$ cat src/rtl/am_seq.sv
// Multi-cycle fetch/decode/execute sequencer for the accumulator machine.
// Drives req/ack fetches and data accesses plus the datapath controls.
module am_seq #(
  parameter int ADDR_W   = 8,
  parameter int OPCODE_W = 4,
  parameter int CNT_W    = 16
) (
  input  logic                       clk,
  input  logic                       rst,
  input  logic                       start,
  output logic                       imem_req,
  output logic [ADDR_W-1:0]          imem_addr,
  input  logic                       imem_ack,
  input  logic [OPCODE_W+ADDR_W-1:0] imem_rdata,
  output logic                       dmem_req,
  output logic                       dmem_we,
  output logic [ADDR_W-1:0]          dmem_addr,
  input  logic                       dmem_ack,
  input  logic                       acc_zero,
  output logic [OPCODE_W-1:0]        opcode,
  output logic [ADDR_W-1:0]          operand,
  output logic                       acc_load,
  output logic [ADDR_W-1:0]          pc,
  output logic                       busy,
  output logic                       halted,
  output logic [CNT_W-1:0]           retired
);

  localparam int IW = OPCODE_W + ADDR_W;

  localparam logic [OPCODE_W-1:0] OP_ALU_MAX = OPCODE_W'(7);
  localparam logic [OPCODE_W-1:0] OP_ST      = OPCODE_W'(8);
  localparam logic [OPCODE_W-1:0] OP_JMP     = OPCODE_W'(9);
  localparam logic [OPCODE_W-1:0] OP_JZ      = OPCODE_W'(10);
  localparam logic [OPCODE_W-1:0] OP_HALT    = OPCODE_W'(11);

  typedef enum logic [2:0] {
    S_IDLE,
    S_FETCH,
    S_DECODE,
    S_MEM,
    S_HALT
  } state_t;

  state_t            state;
  state_t            state_nx;
  logic [IW-1:0]     ir;
  logic [ADDR_W-1:0] pc_nx;
  logic [ADDR_W-1:0] pc_inc;
  logic              ret_inc;
  logic              ir_ld;
  logic              is_mem_op;
  logic              is_st;

  assign opcode    = ir[IW-1:ADDR_W];
  assign operand   = ir[ADDR_W-1:0];
  assign imem_addr = pc;
  assign dmem_addr = operand;
  assign pc_inc    = pc + ADDR_W'(1);
  assign is_st     = (opcode == OP_ST);
  assign is_mem_op = (opcode <= OP_ALU_MAX) || is_st;

  always_comb begin
    state_nx = state;
    pc_nx    = pc;
    ret_inc  = 1'b0;
    ir_ld    = 1'b0;
    imem_req = 1'b0;
    dmem_req = 1'b0;
    dmem_we  = 1'b0;
    acc_load = 1'b0;
    busy     = 1'b0;
    halted   = 1'b0;
    unique case (state)
      S_IDLE: begin
        if (start) state_nx = S_FETCH;
      end
      S_FETCH: begin
        busy     = 1'b1;
        imem_req = 1'b1;
        if (imem_ack) begin
          ir_ld    = 1'b1;
          state_nx = S_DECODE;
        end
      end
      S_DECODE: begin
        busy     = 1'b1;
        state_nx = S_FETCH;
        ret_inc  = 1'b1;
        unique case (1'b1)
          is_mem_op: begin
            ret_inc  = 1'b0;
            state_nx = S_MEM;
          end
          opcode == OP_JMP: pc_nx = operand;
          opcode == OP_JZ:  pc_nx = acc_zero ? operand : pc_inc;
          opcode == OP_HALT: state_nx = S_HALT;
          default: pc_nx = pc_inc;
        endcase
      end
      S_MEM: begin
        busy     = 1'b1;
        dmem_req = 1'b1;
        dmem_we  = is_st;
        if (dmem_ack) begin
          acc_load = !is_st;
          pc_nx    = pc_inc;
          ret_inc  = 1'b1;
          state_nx = S_FETCH;
        end
      end
      S_HALT: begin
        halted = 1'b1;
        if (start) begin
          pc_nx    = '0;
          state_nx = S_FETCH;
        end
      end
      default: state_nx = S_IDLE;
    endcase
  end

  always_ff @(posedge clk) begin
    if (rst) begin
      state   <= S_IDLE;
      pc      <= '0;
      ir      <= '0;
      retired <= '0;
    end else begin
      state <= state_nx;
      pc    <= pc_nx;
      if (ir_ld)   ir      <= imem_rdata;
      if (ret_inc) retired <= retired + CNT_W'(1);
    end
  end

endmodule

$ cat config.mk
export PLATFORM = sky130hd
export DESIGN_NAME = am_seq
export DESIGN_NICKNAME = d
export VERILOG_FILES = /design/src/rtl/am_seq.sv
export SDC_FILE = /design/constraint.sdc
export NUM_CORES = 1
export LEC_CHECK = 0
export CAP_MARGIN = 20
export CORE_MARGIN = 2
export CORE_UTILIZATION = 35
export DETAILED_ROUTE_END_ITERATION = 16
export PLACE_DENSITY_LB_ADDON = 0.3
export REMOVE_ABC_BUFFERS = 1
export SLEW_MARGIN = 20
export SYNTH_ARGS = -nofsm -noshare
export SYNTH_HDL_FRONTEND = slang
export SYNTH_SLANG_ARGS = --single-unit
$ cat constraint.sdc
create_clock -name clk -period 3.65 [get_ports clk]
set_clock_uncertainty 0.1 [all_clocks]
set_input_delay 0.365 -clock clk [delete_from_list [all_inputs] [get_ports clk]]
set_output_delay 0.365 -clock clk [all_outputs]
set_load 0.02 [all_outputs]
==> impl_metrics.toml, run 1 <==
[run_status]
status = "completed"

[setup_path]
critical_path_arrival_ns = 2.19
r2r_cells = 5
worstPathRequired_ns = 3.18
worst_setup_path_category = "reg2out"
critical_path.reg2reg.startpoint = "state[0]$_SDFFE_PP0P_"
rr_endpoint = "imem_addr[2]$_SDFFE_PP0P_"
ff2ff_setup_slack_ns = 1.42
setup.worst_path.end_class = "output pin"
worstPathMaxFanout = 11
crit_path_start_kind = "flop"

[routing]
routed_wl_mm = 5.43
ant_nets = 0
drt_first_pass_iters = 4
final_routed_drc_violation_total = 0
wl_per_cell_microns = 13.9
vias_post_dr = 1975
iteration_0_drc_markers = 108
vias_per_cell = 5.05

[placed_design]
post-place-cells = 383
routability_congestion_estimate_from_global_placement = 0.781
dp_hpwl_mm = 4.01
io_buffers = 75

[clock_network]
cts_clk_pin_slew_worst_paths_ns = 0.07
clock_sinks = 39
postCtsSetupBuffers = 0
postCtsResizedCells = 0
insertion_delay_ns = 0.29
htree_levels = 2
hold_buffer_count_at_cts = 0
ctsLongestPathBuffers = 2
clock-root-buffer = "clkbuf_8"
tritoncts_clock_tree = "yes"
number_of_buffers_created_by_cts = 5

[sta]
maxSlewHeadroom_pct = 33.8
layout_worst_path_cycle_share_pct = 72.9
finalSetupViolations = 0
min_period_ns = 2.66
setup_repair_after_global_routing_missed_its_margin = "no"
worst_slew_pin_slew_ns = 0.990
hold_viol_final = 0
max_freq_ghz = 0.376
fin_setup_tns_ns = 0
finalMaxSlewViolations = 0

[floorplanning]
die_area_sq_um = 6690
floorplan.die.width_microns = 81.8
core_sq_um = 5890
fp-row-count = 28
initial_utilization_pct = 36.0
boundaryPins = 76
die_y_microns = 81.8

[logic_synthesis]
main_flop_type_after_synthesis = "dfxtp_1"
synth_enable_flop_cells = 0
ys_top_cells_by_area = "dfxtp_1 (37%), nand2_1 (6.9%), buf_4 (6.4%)"
mapped_cell_area_sq_um = 2120
synth-seq-area-share_pct = 36.9
postSynthCellCount = 262
avgSynthCellArea_sq_um = 8.09
yosysWarnings = 0
post_synth_num_cell_types = 49
async_flop_share_pct = 0
ff_latch_count_synth = 39
synth_top_cell_area_share_pct = 36.9
synth_top_area_cell = "dfxtp_1"

[cells_and_area]
post_route_cells_drive_above_1_share_pct = 6.01
final_net_count = 335
insertedDiodeCount = 0
area_delta_synth_final_pct = 36.4
final_cell_mix = "clkdlybuf4s50_1 (75), nand2_1 (39), dfxtp_1 (39)"
fillerInstances = 589
final_common_cell = "clkdlybuf4s50_1"
layoutNonFillerInstCount = 391

[global_routing]
grt_antenna_before_repair = 0
wire_length_of_the_first_global_routing_pass_mm = 8.49
pin_count_of_the_biggest_net_entering_global_routing = 27
globalRouteOverflowTotal = 0
gr-usage-all-layers_pct = 16.6
first_global_vias = 1712

[power]
vdd_drop_max_uv = 184
static-leakage-power_nw = 0.949
total_power_per_unit_cell_area_nw_per_um2 = 328

[hold_path]
hold_path_start = "ir[4]$_SDFFE_PP0P_"
worstHoldPathType = "reg2reg"
worst_hold_path.num_cells = 2
holdPathEnd = "ir[4]$_SDFFE_PP0P_"

[flow_run]
max_cap_violations = 0
## cell type report
cell class                      count  area (sq um)  area share (%)
Multi-Input combinational cell    189          1120            38.9
Sequential cell                    39           781            27.0
Timing Repair Buffer               76           758            26.2
Tap cell                           75          93.8            3.25
Clock buffer                        6          82.6            2.86
Clock inverter                      2          35.0            1.21
Inverter                            4          15.0           0.520
## flip-flops by register name, summed over array words and instances, names as in the netlist
register / flops
ir: 12
retired: 16
imem_addr: 8
state: 3
## report_power, final
group	internal, mW	leakage [nW]	total [mW]	switching (mW)
combinational	0.0585	0.573	0.122	0.0635
sequential	0.434	0.315	0.452	0.0179
clock	0.221	0.0612	0.373	0.151
## worst max path at each step
stage / from / to
final: state[1]$_SDFFE_PP0P_ / acc_load
after global placement: dmem_ack / retired[11]$_SDFFE_PP0P_
after floorplan: ir[8]$_SDFFE_PP0P_ / retired[11]$_SDFFE_PP0P_
after CTS: state[1]$_SDFFE_PP0P_ / acc_load
after global routing: state[1]$_SDFFE_PP0P_ / acc_load
after detailed placement: dmem_ack / imem_addr[7]$_SDFFE_PP0P_
## routing by layer
| layer | routed length (microns) | up-vias | track usage [%] |
|---|---|---|---|
| li1 | - | 1013 | - |
| met1 | 2690 | 911 | 23.5 |
| met2 | 2430 | 47 | 24.1 |
| met3 | 237 | 4 | 4.18 |
| met4 | 61 | 0 | 6.33 |
| met5 | 0 | - | 0 |
## metrics by stage
stage / setup slack, ns / area (sq um) / hold slack, ns / utilization, % / total power, mW
6_report: 0.991 / 2890 / 0.404 / 49.1 / 0.947
5_1_grt: 0.814 / 2890 / 0.432 / 49.1 / 0.992
4_1_cts: 0.965 / 2890 / 0.409 / 49.1 / 0.959
3_5_place_dp: 1.26 / 2770 / 0.399 / 47.1 / 0.585
3_3_place_gp: 1.30 / 2770 / 0.398 / 47.1 / 0.584
2_1_floorplan: 1.56 / 1920 / 0.334 / - / 0.515
## cell usage after synthesis (3+ instances only)
| library cell | instances |
|---|---|
| a211oi_1 | 3 |
| a21oi_1 | 17 |
| a31oi_1 | 10 |
| and3_1 | 7 |
| buf_2 | 4 |
| buf_4 | 18 |
| clkbuf_1 | 6 |
| dfxtp_1 | 39 |
| inv_1 | 4 |
| nand2_1 | 39 |
| nand2b_1 | 5 |
| nand3_1 | 17 |
| nor2_1 | 24 |
| nor3_1 | 7 |
| nor4_1 | 4 |
| o21ai_0 | 5 |
| xnor2_1 | 10 |
| xor2_1 | 4 |
## logic make-up (layout without fill, tap and decap cells)
| kind of cell | after synthesis | in the layout | share of synthesized area [%] |
|---|---|---|---|
| xor gates and xnor gates | 14 | 14 | 5.79 |
| and+or+nand+nor | 124 | 124 | 29.8 |
| AOI/OAI and AO/OA | 49 | 49 | 16.2 |
| buffers and inverters | 34 | 88 | 10.1 |
| DFF | 39 | 39 | 36.9 |
| adders and majority gates | 2 | 2 | 1.18 |
## critical path: stages, from the launching register on
cell	delay, ns
dfxtp_1	0.53
nor2b_4	0.28
nand2_1	0.12
inv_1	0.18
o311a_1	0.19
clkdlybuf4s50_1	0.60
Power figures use the tool's default switching activity.
==> run 2, diff against run 1 <==
==> constraint.sdc (replaced) <==
create_clock -name clk -period 2.3 [get_ports clk]
set_clock_uncertainty 0.1 [all_clocks]
set_input_delay 0.23 -clock clk [delete_from_list [all_inputs] [get_ports clk]]
set_output_delay 0.23 -clock clk [all_outputs]
set_load 0.02 [all_outputs]
==> impl_metrics.toml, run 2 (synthesis results as in run 1) <==
[sta]
hold_viol_final = 0
finalSetupViolations = 0
worst_slew_pin_slew_ns = 0.535
max_freq_ghz = 0.455
fin_setup_tns_ns = 0
post-route-worst-setup-slack_ns = 0.101
layout_worst_path_cycle_share_pct = 95.6
finalMaxSlewViolations = 0
maxSlewHeadroom_pct = 64.4
setup_repair_after_global_routing_missed_its_margin = "no"
min_period_ns = 2.20
hold_slack_ns = 0.378

[routing]
final_routed_drc_violation_total = 0
iteration_0_drc_markers = 110
drt_first_pass_iters = 4
ant_nets = 0
wl_per_cell_microns = 13.9
vias_post_dr = 2027
vias_per_cell = 5.12
routed_wl_mm = 5.52

[clock_network]
postCtsSetupBuffers = 0
insertion_delay_ns = 0.29
ctsLongestPathBuffers = 2
hold_buffer_count_at_cts = 0
clock_sinks = 39
tritoncts_clock_tree = "yes"
clock-root-buffer = "clkbuf_8"
htree_levels = 2
cts_clk_pin_slew_worst_paths_ns = 0.08
number_of_buffers_created_by_cts = 5

[floorplanning]
boundaryPins = 76
floorplan.die.width_microns = 81.8
core_sq_um = 5890
initial_utilization_pct = 36.0
fp-row-count = 28
die_y_microns = 81.8
die_area_sq_um = 6690

[run_status]
status = "completed"

[placed_design]
io_buffers = 75
routability_congestion_estimate_from_global_placement = 0.780
dp_slack_ns = 0.113
postPlaceCellArea_sq_um = 2810
post-place-cells = 388
dp_hpwl_mm = 4.06

[hold_path]
holdPathEnd = "ir[4]$_SDFFE_PP0P_"
worstHoldPathType = "in2reg"
worst_hold_path.num_cells = 3
hold_path_start = "imem_rdata[4]"

[cells_and_area]
area_delta_synth_final_pct = 38.6
layoutNonFillerInstCount = 396
multi_input_comb_area_sq_um = 1130
final_cell_mix = "clkdlybuf4s50_1 (72), nand2_1 (39), dfxtp_1 (38)"
largest_register_ff_count = 16
post_route_cells_drive_above_1_share_pct = 7.79
registers.top_by_ff_count = "retired"
fillerInstances = 572
sequential_cell_area_sq_um = 785
insertedDiodeCount = 0
final_util_pct = 49.9
layout.cell_area.non_filler_sq_um = 2940
final_common_cell = "clkdlybuf4s50_1"
final_net_count = 340

[power]
vdd_drop_max_uv = 288
static-leakage-power_nw = 1.00
total_power_per_unit_cell_area_nw_per_um2 = 517
post-layout-total-power_mw = 1.52

[setup_path]
path_cells = "nor3b_4, clkdlybuf4s50_1"
slowest_cp_cell = "clkdlybuf4s50_1"
rr_endpoint = "retired[11]$_SDFFE_PP0P_"
setup.worst_path.end_class = "output pin"
critical_path.reg2reg.startpoint = "ir[9]$_SDFFE_PP0P_"
critical_path_arrival_ns = 1.87
ff2ff_setup_slack_ns = 0.23
worstPathMaxFanout = 10
r2r_cells = 5
crit_path_start = "state[2]$_SDFFE_PP0P_"
worstPathRequired_ns = 1.97
cp_slowest_stage_delay_ns = 0.66
worst_setup_path_category = "reg2out"
crit_path_start_kind = "flop"

[global_routing]
grt_antenna_before_repair = 0
wire_length_of_the_first_global_routing_pass_mm = 8.61
globalRouteOverflowTotal = 0
pin_count_of_the_biggest_net_entering_global_routing = 21
gr-usage-all-layers_pct = 16.9
first_global_vias = 1732

[flow_run]
max_cap_violations = 0
==> run 2: cell types whose count changed in the layout (fill, tap and decap cells not counted) <==
cell	previous run	this run
buf_4	1	6
clkdlybuf4s50_1	75	72
dlygate4sd2_1	0	2
dfxtp_1	39	38
dfxtp_4	0	1
dlymetal6s2s_1	0	1
nor3b_2	1	0
nor3b_4	0	1
==> run 2: how the worst max path moves through the flow <==
stage                                     endpoint  slack (ns)
after detailed placement  retired[11]$_SDFFE_PP0P_        0.11
final                                       halted        0.10
after global routing                        halted       0.005
after global placement    retired[11]$_SDFFE_PP0P_        0.14
after floorplan           retired[11]$_SDFFE_PP0P_        0.21
after CTS                                   halted        0.02
==> run 2: worst max-delay path: cells and delay by family, from the launching register on <==
family | cells | cell delay, ns
buffers and inverters | 1 | 0.66
DFF | 1 | 0.55
and+or+nand+nor | 1 | 0.36
==> run 2: power breakdown <==
group | switching [mW] | leakage (nW) | internal (mW)
logic | 0.107 | 0.625 | 0.100
registers | 0.0260 | 0.316 | 0.690
clock network | 0.243 | 0.0612 | 0.351
==> run 2: per-layer routing <==
metal  up-vias  share of wire [%]  track usage [%]
li1       1021                  -                -
met1       951                 49             24.4
met2        49                 45             24.4
met3         6                4.7             3.96
met4         0                1.3             6.00
met5         -                  0                0
==> run 2: what timing repair did <==
| action | in CTS | in global routing |
|---|---|---|
| pin swaps | 0 | 0 |
| setup endpoints to repair | 3 | 2 |
| resized for setup | 3 | 3 |
==> run 2: cell type report <==
class                   instances  area share [%]
clock inverters                 2            1.19
flip-flops and latches         39            26.7
repair buffers                 81            27.1
inverters                       4           0.511
multi-input cells             189            38.5
clock buffers                   6            2.81
well taps                      75            3.20
==> run 3, diff against run 2 <==
--- a/config.mk
+++ b/config.mk
@@ -6,11 +6,11 @@
 export NUM_CORES = 1
 export LEC_CHECK = 0
 export CAP_MARGIN = 20
-export CORE_MARGIN = 2
+export CORE_MARGIN = 5
 export CORE_UTILIZATION = 35
 export DETAILED_ROUTE_END_ITERATION = 16
 export PLACE_DENSITY_LB_ADDON = 0.3
-export REMOVE_ABC_BUFFERS = 1
+export RECOVER_POWER = 100
 export SLEW_MARGIN = 20
 export SYNTH_ARGS = -nofsm -noshare
 export SYNTH_HDL_FRONTEND = slang
==> impl_metrics.toml, run 3 (synthesis results as in run 1) <==
[global_routing]
grt_antenna_before_repair = 0
first_global_vias = 1970
gr-usage-all-layers_pct = 15.6
wire_length_of_the_first_global_routing_pass_mm = 9.60
globalRouteOverflowTotal = 0
pin_count_of_the_biggest_net_entering_global_routing = 26

[cells_and_area]
final_net_count = 346
layoutNonFillerInstCount = 402
layout.cell_area.non_filler_sq_um = 2950
largest_register_ff_count = 16
final_common_cell = "dlygate4sd3_1"
post_route_cells_drive_above_1_share_pct = 7.95
registers.top_by_ff_count = "retired"
final_cell_mix = "dlygate4sd3_1 (53), nand2_1 (39), dfxtp_1 (39)"
insertedDiodeCount = 0
area_delta_synth_final_pct = 39.2

[floorplanning]
fp-row-count = 28
die_area_sq_um = 7710
floorplan.die.width_microns = 87.8
core_sq_um = 5890
boundaryPins = 76
die_y_microns = 87.8
initial_utilization_pct = 36.0

[sta]
max_freq_ghz = 0.467
maxSlewHeadroom_pct = 48.5
fin_setup_tns_ns = 0
finalMaxSlewViolations = 0
min_period_ns = 2.14
finalSetupViolations = 0
hold_slack_ns = 0.377
layout_worst_path_cycle_share_pct = 93.2
setup_repair_after_global_routing_missed_its_margin = "no"
worst_slew_pin_slew_ns = 0.773
hold_viol_final = 0

[routing]
final_routed_drc_violation_total = 0
wl_per_cell_microns = 14.4
ant_nets = 0
drt_first_pass_iters = 4
iteration_0_drc_markers = 110
vias_per_cell = 5.07
routed_wl_mm = 5.79
vias_post_dr = 2038

[setup_path]
ff2ff_setup_slack_ns = 0.16
r2r_cells = 5
critical_path.reg2reg.startpoint = "ir[8]$_SDFFE_PP0P_"
critical_path_arrival_ns = 2.27
worstPathMaxFanout = 9
setup.worst_path.end_class = "flop"
worst_setup_path_category = "reg2reg"
crit_path_start_kind = "flop"
worstPathRequired_ns = 2.43
rr_endpoint = "retired[11]$_SDFFE_PP0P_"

[clock_network]
insertion_delay_ns = 0.29
postCtsSetupBuffers = 0
number_of_buffers_created_by_cts = 5
ctsLongestPathBuffers = 2
hold_buffer_count_at_cts = 0
cts_clk_pin_slew_worst_paths_ns = 0.08
postCtsResizedCells = 1
tritoncts_clock_tree = "yes"
clock_sinks = 39
clock-root-buffer = "clkbuf_8"
htree_levels = 2

[power]
post-layout-total-power_mw = 1.52
vdd_drop_max_uv = 337
total_power_per_unit_cell_area_nw_per_um2 = 515
static-leakage-power_nw = 1.18

[flow_run]
max_cap_violations = 0

[placed_design]
postPlaceCellArea_sq_um = 2850
dp_hpwl_mm = 4.34
io_buffers = 75
post-place-cells = 394
routability_congestion_estimate_from_global_placement = 0.838

[hold_path]
holdPathEnd = "ir[2]$_SDFFE_PP0P_"
worstHoldPathType = "in2reg"
worst_hold_path.num_cells = 3
hold_path_start = "imem_rdata[2]"

[logic_synthesis]
synth_nets = 282

[run_status]
status = "completed"
[run 3: worst max path at each step]
stage	slack, ns	startpoint	cells after the start	to
after CTS	0.02	state[2]$_SDFFE_PP0P_	4	dmem_we
after global routing	0.05	ir[8]$_SDFFE_PP0P_	5	retired[11]$_SDFFE_PP0P_
after detailed placement	0.18	dmem_ack	6	retired[11]$_SDFFE_PP0P_
final	0.16	ir[8]$_SDFFE_PP0P_	5	retired[11]$_SDFFE_PP0P_
after global placement	0.20	dmem_ack	6	retired[11]$_SDFFE_PP0P_
after floorplan	0.25	ir[8]$_SDFFE_PP0P_	6	retired[11]$_SDFFE_PP0P_
[run 3: through the flow]
stage | setup slack (ns) | utilization [%]
finish | 0.157 | 50.1
global placement | 0.196 | 48.5
global route | 0.0482 | 50.1
CTS | 0.0227 | 50.5
detailed placement | 0.178 | 48.5
floorplan | 0.253 | -
[run 3: critical path: stages (launching register included)]
cell and delay, ns:
dfxtp_1 0.52, o31ai_1 0.18, o21a_4 0.22, or4_1 0.58, or3_1 0.33, a21oi_1 0.14
[run 3: final cells by class]
cell class | instances | area [sq um]
flip-flops and latches | 39 | 781
fillers | 592 | 2940
clock buffers | 6 | 82.6
repair buffers | 87 | 822
inverters | 4 | 15.0
multi-input cells | 189 | 1120
clock inverters | 2 | 35.0
well taps | 75 | 93.8
[run 3: where the power goes]
| part | switching, mW | internal, mW | leakage, nW | total, mW |
|---|---|---|---|---|
| combinational | 0.113 | 0.0939 | 0.805 | 0.207 |
| sequential | 0.0184 | 0.689 | 0.315 | 0.708 |
| clock | 0.253 | 0.351 | 0.0612 | 0.604 |
| total | 0.385 | 1.13 | 1.18 | 1.52 |
[run 3: metal layers]
metal / share of wire (%) / GRT usage, %
met2: 46 / 25.0
met3: 7.0 / 4.14
met4: 1.4 / 4.88
met1: 45 / 20.4
met5: 0 / 0
